$ cat config.mk
export PLATFORM = sky130hd
export DESIGN_NAME = xlate_requester
export DESIGN_NICKNAME = d
export VERILOG_FILES = /design/src/rtl/mmu_defines_pkg.sv /design/src/rtl/sat_counter16.sv /design/src/rtl/xlate_requester.sv
export SDC_FILE = /design/constraint.sdc
export NUM_CORES = 1
export LEC_CHECK = 0
export ABC_AREA = 1
export ABC_CLOCK_PERIOD_IN_PS = 1400
export CORE_MARGIN = 2
export CORE_UTILIZATION = 41
export CTS_CLUSTER_DIAMETER = 100
export CTS_CLUSTER_SIZE = 24
export DETAILED_ROUTE_END_ITERATION = 16
export PLACE_DENSITY = 0.83
export SLEW_MARGIN = 15
export SYNTH_ARGS = -nofsm -noshare
export SYNTH_HDL_FRONTEND = slang
export SYNTH_SLANG_ARGS = --single-unit
$ cat constraint.sdc
create_clock -name clk -period 1.4 [get_ports clk]
set_input_delay 0.28 -clock clk [delete_from_list [all_inputs] [get_ports clk]]
set_output_delay 0.28 -clock clk [all_outputs]
set_load 0.005 [all_outputs]
$ cat src/rtl/mmu_defines_pkg.sv
// Shared MMU definitions: address geometry, response status codes,
// fault codes and the translation-response timeout.
package mmu_defines_pkg;

    localparam int ADDR_WIDTH        = 32;
    localparam int PAGE_OFFSET_WIDTH = 12;
    localparam int TIMEOUT           = 64;

    typedef enum logic [1:0] {
        ST_HIT        = 2'b00,
        ST_MISS       = 2'b01,
        ST_PAGE_FAULT = 2'b10
    } mmu_status_e;

    localparam logic [1:0] FAULT_PAGE    = 2'b10;
    localparam logic [1:0] FAULT_TIMEOUT = 2'b11;

    typedef enum logic [2:0] {
        IDLE,
        REQ,
        WAIT,
        FWD,
        FAULT
    } xlate_state_e;

endpackage

$ cat src/rtl/sat_counter16.sv
// 16-bit event counter that sticks at 16'hFFFF instead of wrapping.
module sat_counter16 (
    input  logic        clk,
    input  logic        rst_n,
    input  logic        inc,
    output logic [15:0] cnt
);

    always_ff @(posedge clk or negedge rst_n) begin
        if (!rst_n)
            cnt <= 16'h0000;
        else if (inc && cnt != 16'hFFFF)
            cnt <= cnt + 16'd1;
    end

endmodule

$ cat src/rtl/xlate_requester.sv
// Turns core VA accesses into MMU translation requests and forwards the
// translated PA to the cache, raising a fault pulse on page fault or timeout.
module xlate_requester #(
    parameter int ADDR_WIDTH        = mmu_defines_pkg::ADDR_WIDTH,
    parameter int PAGE_OFFSET_WIDTH = mmu_defines_pkg::PAGE_OFFSET_WIDTH,
    parameter int TIMEOUT           = mmu_defines_pkg::TIMEOUT
) (
    input  logic                  clk,
    input  logic                  rst_n,
    input  logic                  core_req_valid,
    input  logic [ADDR_WIDTH-1:0] core_req_va,
    input  logic                  core_req_we,
    output logic                  core_req_ready,
    output logic                  mmu_req_valid,
    output logic [ADDR_WIDTH-1:0] mmu_req_va,
    input  logic                  mmu_req_ready,
    input  logic                  mmu_resp_valid,
    input  logic [ADDR_WIDTH-1:0] mmu_resp_pa,
    input  logic [1:0]            mmu_resp_status,
    output logic                  mmu_resp_ready,
    output logic                  cache_req_valid,
    output logic [ADDR_WIDTH-1:0] cache_req_pa,
    output logic                  cache_req_we,
    input  logic                  cache_req_ready,
    output logic                  fault_valid,
    output logic [ADDR_WIDTH-1:0] fault_va,
    output logic [1:0]            fault_code,
    output logic [15:0]           hit_cnt,
    output logic [15:0]           miss_cnt,
    output logic [15:0]           fault_cnt
);
    import mmu_defines_pkg::*;

    localparam int CNT_W     = $clog2(TIMEOUT + 1);
    localparam int PFN_WIDTH = ADDR_WIDTH - PAGE_OFFSET_WIDTH;

    xlate_state_e          state, state_nxt;
    logic [ADDR_WIDTH-1:0] va_q, pa_q;
    logic                  we_q;
    logic [1:0]            code_q, code_nxt;
    logic [CNT_W-1:0]      wait_cnt;
    logic                  hit_inc, miss_inc, fault_inc;
    logic                  timed_out;

    assign timed_out = (wait_cnt == CNT_W'(TIMEOUT - 1));

    always_comb begin
        state_nxt = state;
        code_nxt  = code_q;
        hit_inc   = 1'b0;
        miss_inc  = 1'b0;
        fault_inc = 1'b0;
        case (state)
            IDLE:  if (core_req_valid) state_nxt = REQ;
            REQ:   if (mmu_req_ready) state_nxt = WAIT;
            WAIT: begin
                // A response on the last allowed cycle beats the timeout.
                if (mmu_resp_valid) begin
                    case (mmu_status_e'(mmu_resp_status))
                        ST_HIT:  begin hit_inc  = 1'b1; state_nxt = FWD; end
                        ST_MISS: begin miss_inc = 1'b1; state_nxt = FWD; end
                        default: begin
                            fault_inc = 1'b1;
                            code_nxt  = FAULT_PAGE;
                            state_nxt = FAULT;
                        end
                    endcase
                end else if (timed_out) begin
                    fault_inc = 1'b1;
                    code_nxt  = FAULT_TIMEOUT;
                    state_nxt = FAULT;
                end
            end
            FWD:   if (cache_req_ready) state_nxt = IDLE;
            FAULT: state_nxt = IDLE;
            default: state_nxt = IDLE;
        endcase
    end

    always_ff @(posedge clk or negedge rst_n) begin
        if (!rst_n) begin
            state    <= IDLE;
            va_q     <= '0;
            we_q     <= 1'b0;
            pa_q     <= '0;
            code_q   <= 2'b00;
            wait_cnt <= '0;
        end else begin
            state  <= state_nxt;
            code_q <= code_nxt;
            if (state == IDLE && core_req_valid) begin
                va_q <= core_req_va;
                we_q <= core_req_we;
            end
            if (hit_inc || miss_inc)
                pa_q <= {mmu_resp_pa[ADDR_WIDTH-1 -: PFN_WIDTH],
                         mmu_resp_pa[PAGE_OFFSET_WIDTH-1:0]};
            // Held at zero outside WAIT so every WAIT entry starts fresh.
            if (state == WAIT)
                wait_cnt <= wait_cnt + CNT_W'(1);
            else
                wait_cnt <= '0;
        end
    end

    assign core_req_ready  = (state == IDLE);
    assign mmu_req_valid   = (state == REQ);
    assign mmu_req_va      = va_q;
    assign mmu_resp_ready  = (state == IDLE) || (state == WAIT) || (state == FAULT);
    assign cache_req_valid = (state == FWD);
    assign cache_req_pa    = pa_q;
    assign cache_req_we    = we_q;
    assign fault_valid     = (state == FAULT);
    assign fault_va        = va_q;
    assign fault_code      = code_q;

    sat_counter16 u_hit_cnt   (.clk(clk), .rst_n(rst_n), .inc(hit_inc),   .cnt(hit_cnt));
    sat_counter16 u_miss_cnt  (.clk(clk), .rst_n(rst_n), .inc(miss_inc),  .cnt(miss_cnt));
    sat_counter16 u_fault_cnt (.clk(clk), .rst_n(rst_n), .inc(fault_inc), .cnt(fault_cnt));

endmodule

==> run_results.csv, run 1 <==
group,metric,value,unit
cells_and_area,num_antenna_cells,0,
critical_path,worstSetupPathType,"register to register",
placed_design,place_hpwl,13.2,mm
critical_path,cp_slowest_cell,"dfrtp_2",
floorplanning,ios,225,
routing,vias,7500,
global_route,grt_pass1_wl,36.0,mm
floorplanning,die-area,16500,um^2
placed_design,gp_congestion,0.890,
power_and_ir_drop,p_total,19600,uW
yosys,synth_top_area_frac,0.493,
run,drv_cap,0,
timing,fin_crit_sh,1.15,
placed_design,dp.cells,1265,
clocking,cts_num_sinks,125,
clocking,htree_levels,4,
timing,timing.final.ws_setup,-215,ps
cells_and_area,final_cell_mix,"nand2_1, buf_4, dfrtp_1, nand2_2, clkdlybuf4s50_1",
placed_design,io_buffer_count,224,
yosys,yosysUniqueCellTypes,30,
routing,ant_nets,0,
timing,min_period,1610,ps
routing,drt-initial-drc-count,669,
yosys,syn-instance-count,826,
cells_and_area,nets,1296,
clocking,clk_pin_slew,60,ps
power_and_ir_drop,power.leakage,0.00605,uW
routing,dr.pass1.iters,10,
critical_path,worstPathArrival,1960,ps
global_route,grt_max_degree,41,
yosys,synth_seq_cells,125,
floorplanning,initial_core_util,0.419,
yosys,synth_area_per_cell,7.68,um^2
routing,routedWlPerCell,18.0,um
timing,skew,9.87,ps
global_route,groute.usage.overall,0.280,
cells_and_area,fin_util,0.780,
critical_path,endpoint_kind,"register",
timing,fin_tns_setup,-14680,ps
timing,slew_headroom,0.754,
critical_path,required,1750,ps
timing,hold_viol_final,0,
routing,drt_drc_violations_left,0,
global_route,overflow,0,
outcome,violations,"setup timing",
clocking,cts_tree,"yes",
cells_and_area,instances_no_fill,1420,
yosys,netlist_area,6340,um^2
floorplanning,die_w,128,um
floorplanning,fp-row-count,45,
floorplanning,core_area,15100,um^2
clocking,cts_buffers,17,
worst_hold_path,hp-class,"input port to asynchronous set/reset pin",
global_route,grt_pass1_vias,7165,
floorplanning,die_h,128,um
routing,viasPerCell,5.28,
yosys,yosys_warnings,0,
clocking,cts_root_buf,"clkbuf_16",
global_route,antenna_found_initial,0,
routing,drt_wl_total,25.6,mm
timing,rsz0062_at_grt,"true",
critical_path,crit_path_max_incr_delay,450,ps
clocking,clkLatencyLatePin,420,ps
outcome,outcome,"complete, but fails checks",
cells_and_area,layout-drive-gt1-share,0.415,
timing,max_freq,0.619,GHz
timing,tightest_slew,368,ps
power_and_ir_drop,p_per_area,1660,nW/um^2
power_and_ir_drop,ir_worst_vdd,1.04,mV
critical_path,path_cells,"nor2_4 > buf_6 > nand2_8 > nor2_8 > nand3_4 > nand2_4 > buf_12 > nand2_4 > nand2_2",
placed_design,place_area,9220,um^2
cells_and_area,design_area,11800,um^2
cells_and_area,area_growth,86.1,%
critical_path,start_kind,"register",
yosys,syn_nets,903,
clocking,clock_path_buffers,2,
timing,setup_viol,122,
yosys,synth-seq-area-share,0.493,
yosys,synth_area_leaders,"dfrtp_1, nand2_1, nand3_1, buf_4, nor2_1",
critical_path,crit_path_frequent_cell,"nand2_4",
cells_and_area,final_common_cell,"nand2_1",
yosys,yosysTopAreaCell,"dfrtp_1",
critical_path,path_max_fanout,8,
timing,maxSlewViolCount,0,
stage by stage:
step                      hold WS [ps]  setup WS, ps
final                              308          -215
after global routing               320          -282
after CTS                          296          -204
after detailed placement           204          -427
after global placement             205          -382
after floorplan                  -15.6         -57.1
critical path, delay by kind of cell, from the launching register on:
kind                   cells  cell delay, ps
AND/OR/NAND/NOR            7             810
flip-flops                 1             450
buffers and inverters      2             290
final timing paths:
path / start / endpoint / slack [ps] / depth (start not counted)
setup / recovery: state[0]$_DFFE_PN0P_ / u_hit_cnt.cnt[11]$_DFFE_PN0P_ / -210 / 9
max in group asynchronous: rst_n / u_miss_cnt.cnt[6]$_DFFE_PN0P_ / 530 / 3
min in group clk: mmu_resp_pa[5] / cache_req_pa[5]$_DFFE_PN0P_ / 400 / 3
hold / removal: rst_n / u_fault_cnt.cnt[15]$_DFFE_PN0P_ / 310 / 2
hold reg to reg: cache_req_pa[23]$_DFFE_PN0P_ / cache_req_pa[23]$_DFFE_PN0P_ / 480 / 2
setup reg to reg: state[0]$_DFFE_PN0P_ / u_hit_cnt.cnt[11]$_DFFE_PN0P_ / -210 / 9
state kept, by name (all words and copies together) (netlist names):
| register | cells |
|---|---|
| wait_cnt | 7 |
| u_hit_cnt.cnt | 16 |
| cache_req_we | 1 |
| u_miss_cnt.cnt | 16 |
| fault_va | 32 |
| u_fault_cnt.cnt | 16 |
| cache_req_pa | 32 |
| state | 3 |
| fault_code | 2 |
final cells by class:
type | count | area [um^2]
Clock buffer | 23 | 488
Clock inverter | 9 | 133
Fill cell | 924 | 3340
Inverter | 45 | 194
Multi-Input combinational cell | 603 | 3590
Sequential cell | 125 | 3150
Tap cell | 188 | 235
Timing Repair Buffer | 427 | 4020
kinds of logic (layout without fill, tap and decap cells):
logic type / Yosys count / count (layout) / synth area share
simple gates: 554 / 556 / 0.367
flops: 125 / 125 / 0.493
buf+inv: 100 / 504 / 0.0848
xor+xnor: 22 / 22 / 0.0304
compound gates: 21 / 21 / 0.0174
fa+ha+maj: 4 / 4 / 0.00789
timing repair:
item                                   4_1_cts  5_1_grt
hold buffers                                 1        0
buffers inserted                           106       13
resized for setup                          359      305
setup endpoints to repair                  246      166
cloned                                      12        4
endpoints found under the hold margin       18        0
pin swaps                                   16       51
cell usage after synthesis:
cell and number:
nor2_2 2, buf_4 33, buf_6 4, nor2_8 1, o31ai_1 1, clkinv_1 1
buf_2 7, nor2_4 4, nor3_1 2, nand2_1 379, nand2_2 5, clkbuf_1 11
o21ai_0 15, or2_2 2, nor2_1 65, xnor2_1 14, ha_1 4, nand3b_1 1
inv_1 41, nand3_2 2, a21oi_1 3, nand4_1 16, nand3_4 1, nand3_1 72
o21ai_1 1, o21bai_1 1, inv_2 3, xor2_1 8, dfrtp_1 125, nand2_4 2
metal layers:
metal / share of wire / global-route usage / vias up
met5: 0 / 0 / -
met4: 0.034 / 0.129 / 0
met3: 0.083 / 0.0640 / 95
met2: 0.52 / 0.492 / 431
met1: 0.37 / 0.325 / 3618
li1: - / - / 3356
where the power goes:
group	switching, uW	internal [uW]
Sequential	882	4730
Combinational	4330	5000
Clock	1680	2990
No activity file was read; power rests on OpenSTA's default activity.
==> run 2, diff against run 1 <==
--- a/config.mk
+++ b/config.mk
@@ -6,13 +6,13 @@
 export NUM_CORES = 1
 export LEC_CHECK = 0
 export ABC_AREA = 1
-export ABC_CLOCK_PERIOD_IN_PS = 1400
+export ABC_CLOCK_PERIOD_IN_PS = 1750
 export CORE_MARGIN = 2
-export CORE_UTILIZATION = 41
+export CORE_UTILIZATION = 46
 export CTS_CLUSTER_DIAMETER = 100
 export CTS_CLUSTER_SIZE = 24
 export DETAILED_ROUTE_END_ITERATION = 16
-export PLACE_DENSITY = 0.83
+export PLACE_DENSITY = 0.88
 export SLEW_MARGIN = 15
 export SYNTH_ARGS = -nofsm -noshare
 export SYNTH_HDL_FRONTEND = slang
==> constraint.sdc (replaced) <==
create_clock -name clk -period 1.75 [get_ports clk]
set_input_delay 0.35 -clock clk [delete_from_list [all_inputs] [get_ports clk]]
set_output_delay 0.35 -clock clk [all_outputs]
set_load 0.005 [all_outputs]
==> run 2 against run 1 <==
The flow now finishes without violations. Setup slack better by 220 ps. Via count shrank 15%. Utilization is 6.3 points lower. Worst hold slack improved by 160 ps. First-iteration DRC count fell by 36%. Critical path type is now register to output pin. Critical endpoint is now hit_cnt[2].
==> run_results.csv, run 2 (same netlist as run 1, synthesis figures left out) <==
group,metric,value,unit
clocking,cts_num_sinks,125,
placed_design,gp_congestion,0.827,
routing,dr.pass1.iters,5,
cells_and_area,nets,1144,
routing,drt_wl_total,18.2,mm
cells_and_area,layout-drive-gt1-share,0.133,
cells_and_area,final_cell_mix,"nand2_1, clkdlybuf4s50_1, dfrtp_1, nand3_1, nor2_1",
timing,fin_tns_setup,0,ps
critical_path,worstPathArrival,1390,ps
clocking,cts_root_buf,"clkbuf_16",
timing,max_freq,0.575,GHz
critical_path,worstSetupPathType,"register to output pin",
critical_path,critPathTopFamily,"buffers and inverters",
power_and_ir_drop,power.leakage,0.00450,uW
worst_hold_path,hp-class,"register to register",
floorplanning,initial_core_util,0.475,
power_and_ir_drop,p_per_area,1370,nW/um^2
floorplanning,ios,225,
timing,maxSlewViolCount,0,
critical_path,required,1400,ps
placed_design,post-place-ws,-113,ps
timing,skew,5.40,ps
routing,ant_nets,0,
timing,timing.final.ws_setup,9.95,ps
power_and_ir_drop,p_total,13100,uW
global_route,antenna_found_initial,0,
critical_path,path_cells,"clkdlybuf4s50_1",
critical_path,crit_path_max_incr_delay,530,ps
global_route,grt_max_degree,67,
cells_and_area,num_antenna_cells,0,
routing,vias,6350,
critical_path,start_kind,"register",
routing,drt_drc_violations_left,0,
clocking,cts_buffers,17,
global_route,groute.usage.overall,0.241,
critical_path,endpoint_kind,"output pin",
global_route,grt_pass1_wl,28.1,mm
floorplanning,core_area,13300,um^2
routing,drt-initial-drc-count,427,
power_and_ir_drop,ir_worst_vdd,0.791,mV
outcome,outcome,"completed",
routing,routedWlPerCell,14.5,um
floorplanning,die_h,121,um
critical_path,cp_slowest_cell,"clkdlybuf4s50_1",
clocking,clock_path_buffers,2,
critical_path,path_max_fanout,7,
cells_and_area,area_growth,50.7,%
global_route,met1_usage,0.306,
timing,hold_viol_final,0,
global_route,use_met2,0.405,
timing,setup_viol,0,
placed_design,io_buffer_count,224,
global_route,grt_pass1_vias,5751,
critical_path,cp.buffers_inverters,1,
timing,slew_headroom,0.755,
timing,min_period,1740,ps
routing,viasPerCell,5.06,
run,drv_cap,0,
floorplanning,die_w,121,um
global_route,grt_most_used_layer,"met2",
timing,tightest_slew,367,ps
cells_and_area,final_common_cell,"nand2_1",
floorplanning,die-area,14700,um^2
clocking,htree_levels,4,
clocking,clk_pin_slew,50,ps
global_route,use_met3,0.0503,
placed_design,place_hpwl,12.7,mm
timing,fin_crit_sh,0.994,
clocking,cts_tree,"yes",
floorplanning,fp-row-count,42,
cells_and_area,fin_util,0.716,
clocking,clkLatencyLatePin,410,ps
global_route,overflow,0,
run 2: cell count changes in the layout (fill, tap and decap cells not counted), moves of 14 or more:
cell / before / now
nand2_4: 58 / 2
nand2_2: 99 / 5
clkdlybuf4s50_1: 71 / 215
dlygate4sd2_1: 67 / 3
buf_6: 38 / 0
dfrtp_2: 21 / 36
clkbuf_2: 22 / 3
clkdlybuf4s15_1: 39 / 0
nand2_1: 226 / 378
dfrtp_1: 104 / 89
buf_2: 15 / 1
buf_4: 144 / 48
run 2: worst paths after layout:
kind	start	endpoint	slack (ps)	depth (start not counted)
hold reg to reg	cache_req_pa[10]$_DFFE_PN0P_	cache_req_pa[10]$_DFFE_PN0P_	470	2
setup / recovery	u_hit_cnt.cnt[2]$_DFFE_PN0P_	hit_cnt[2]	10	1
hold / removal	cache_req_pa[10]$_DFFE_PN0P_	cache_req_pa[10]$_DFFE_PN0P_	470	2
setup reg to reg	state[2]$_DFFE_PN0P_	cache_req_pa[20]$_DFFE_PN0P_	100	8
max in group asynchronous	rst_n	state[0]$_DFFE_PN0P_	920	3
min in group asynchronous	rst_n	u_fault_cnt.cnt[9]$_DFFE_PN0P_	490	3
run 2: per-stage QoR:
step                      hold slack [ps]  cells  area [um^2]
after floorplan                      54.4    826         6340
after global placement                387   1194         8670
after detailed placement              389   1194         8670
after CTS                             466   1238         9410
after global routing                  483   1255         9560
final                                 467   1255         9560
run 2: area by class of cell:
class / instances / area, um^2
repair buffers: 277 / 2680
clock buffers: 24 / 482
fillers: 1010 / 3780
flip-flops and latches: 125 / 3170
well taps: 176 / 220
clock inverters: 7 / 135
inverters: 45 / 171
multi-input cells: 601 / 2700
run 2: what timing repair did:
item,4_1_cts,5_1_grt
endpoints found under the setup margin,34,52
endpoints found under the hold margin,125,0
pin swaps,1,0
gates resized for setup,34,25
buffers inserted,12,17
hold buffers,1,0
run 2: power by group:
group,switching (uW),leakage [uW],internal (uW)
clock network,1220,0.000304,2480
logic,2030,0.00263,2860
registers,701,0.00157,3790
total,3950,0.00450,9130
run 2: layer usage:
| metal | vias up | wire, um |
|---|---|---|
| met5 | - | 0 |
| met4 | 0 | 408 |
| met3 | 34 | 1340 |
| met2 | 274 | 9130 |
| met1 | 3004 | 7320 |
| li1 | 3038 | - |
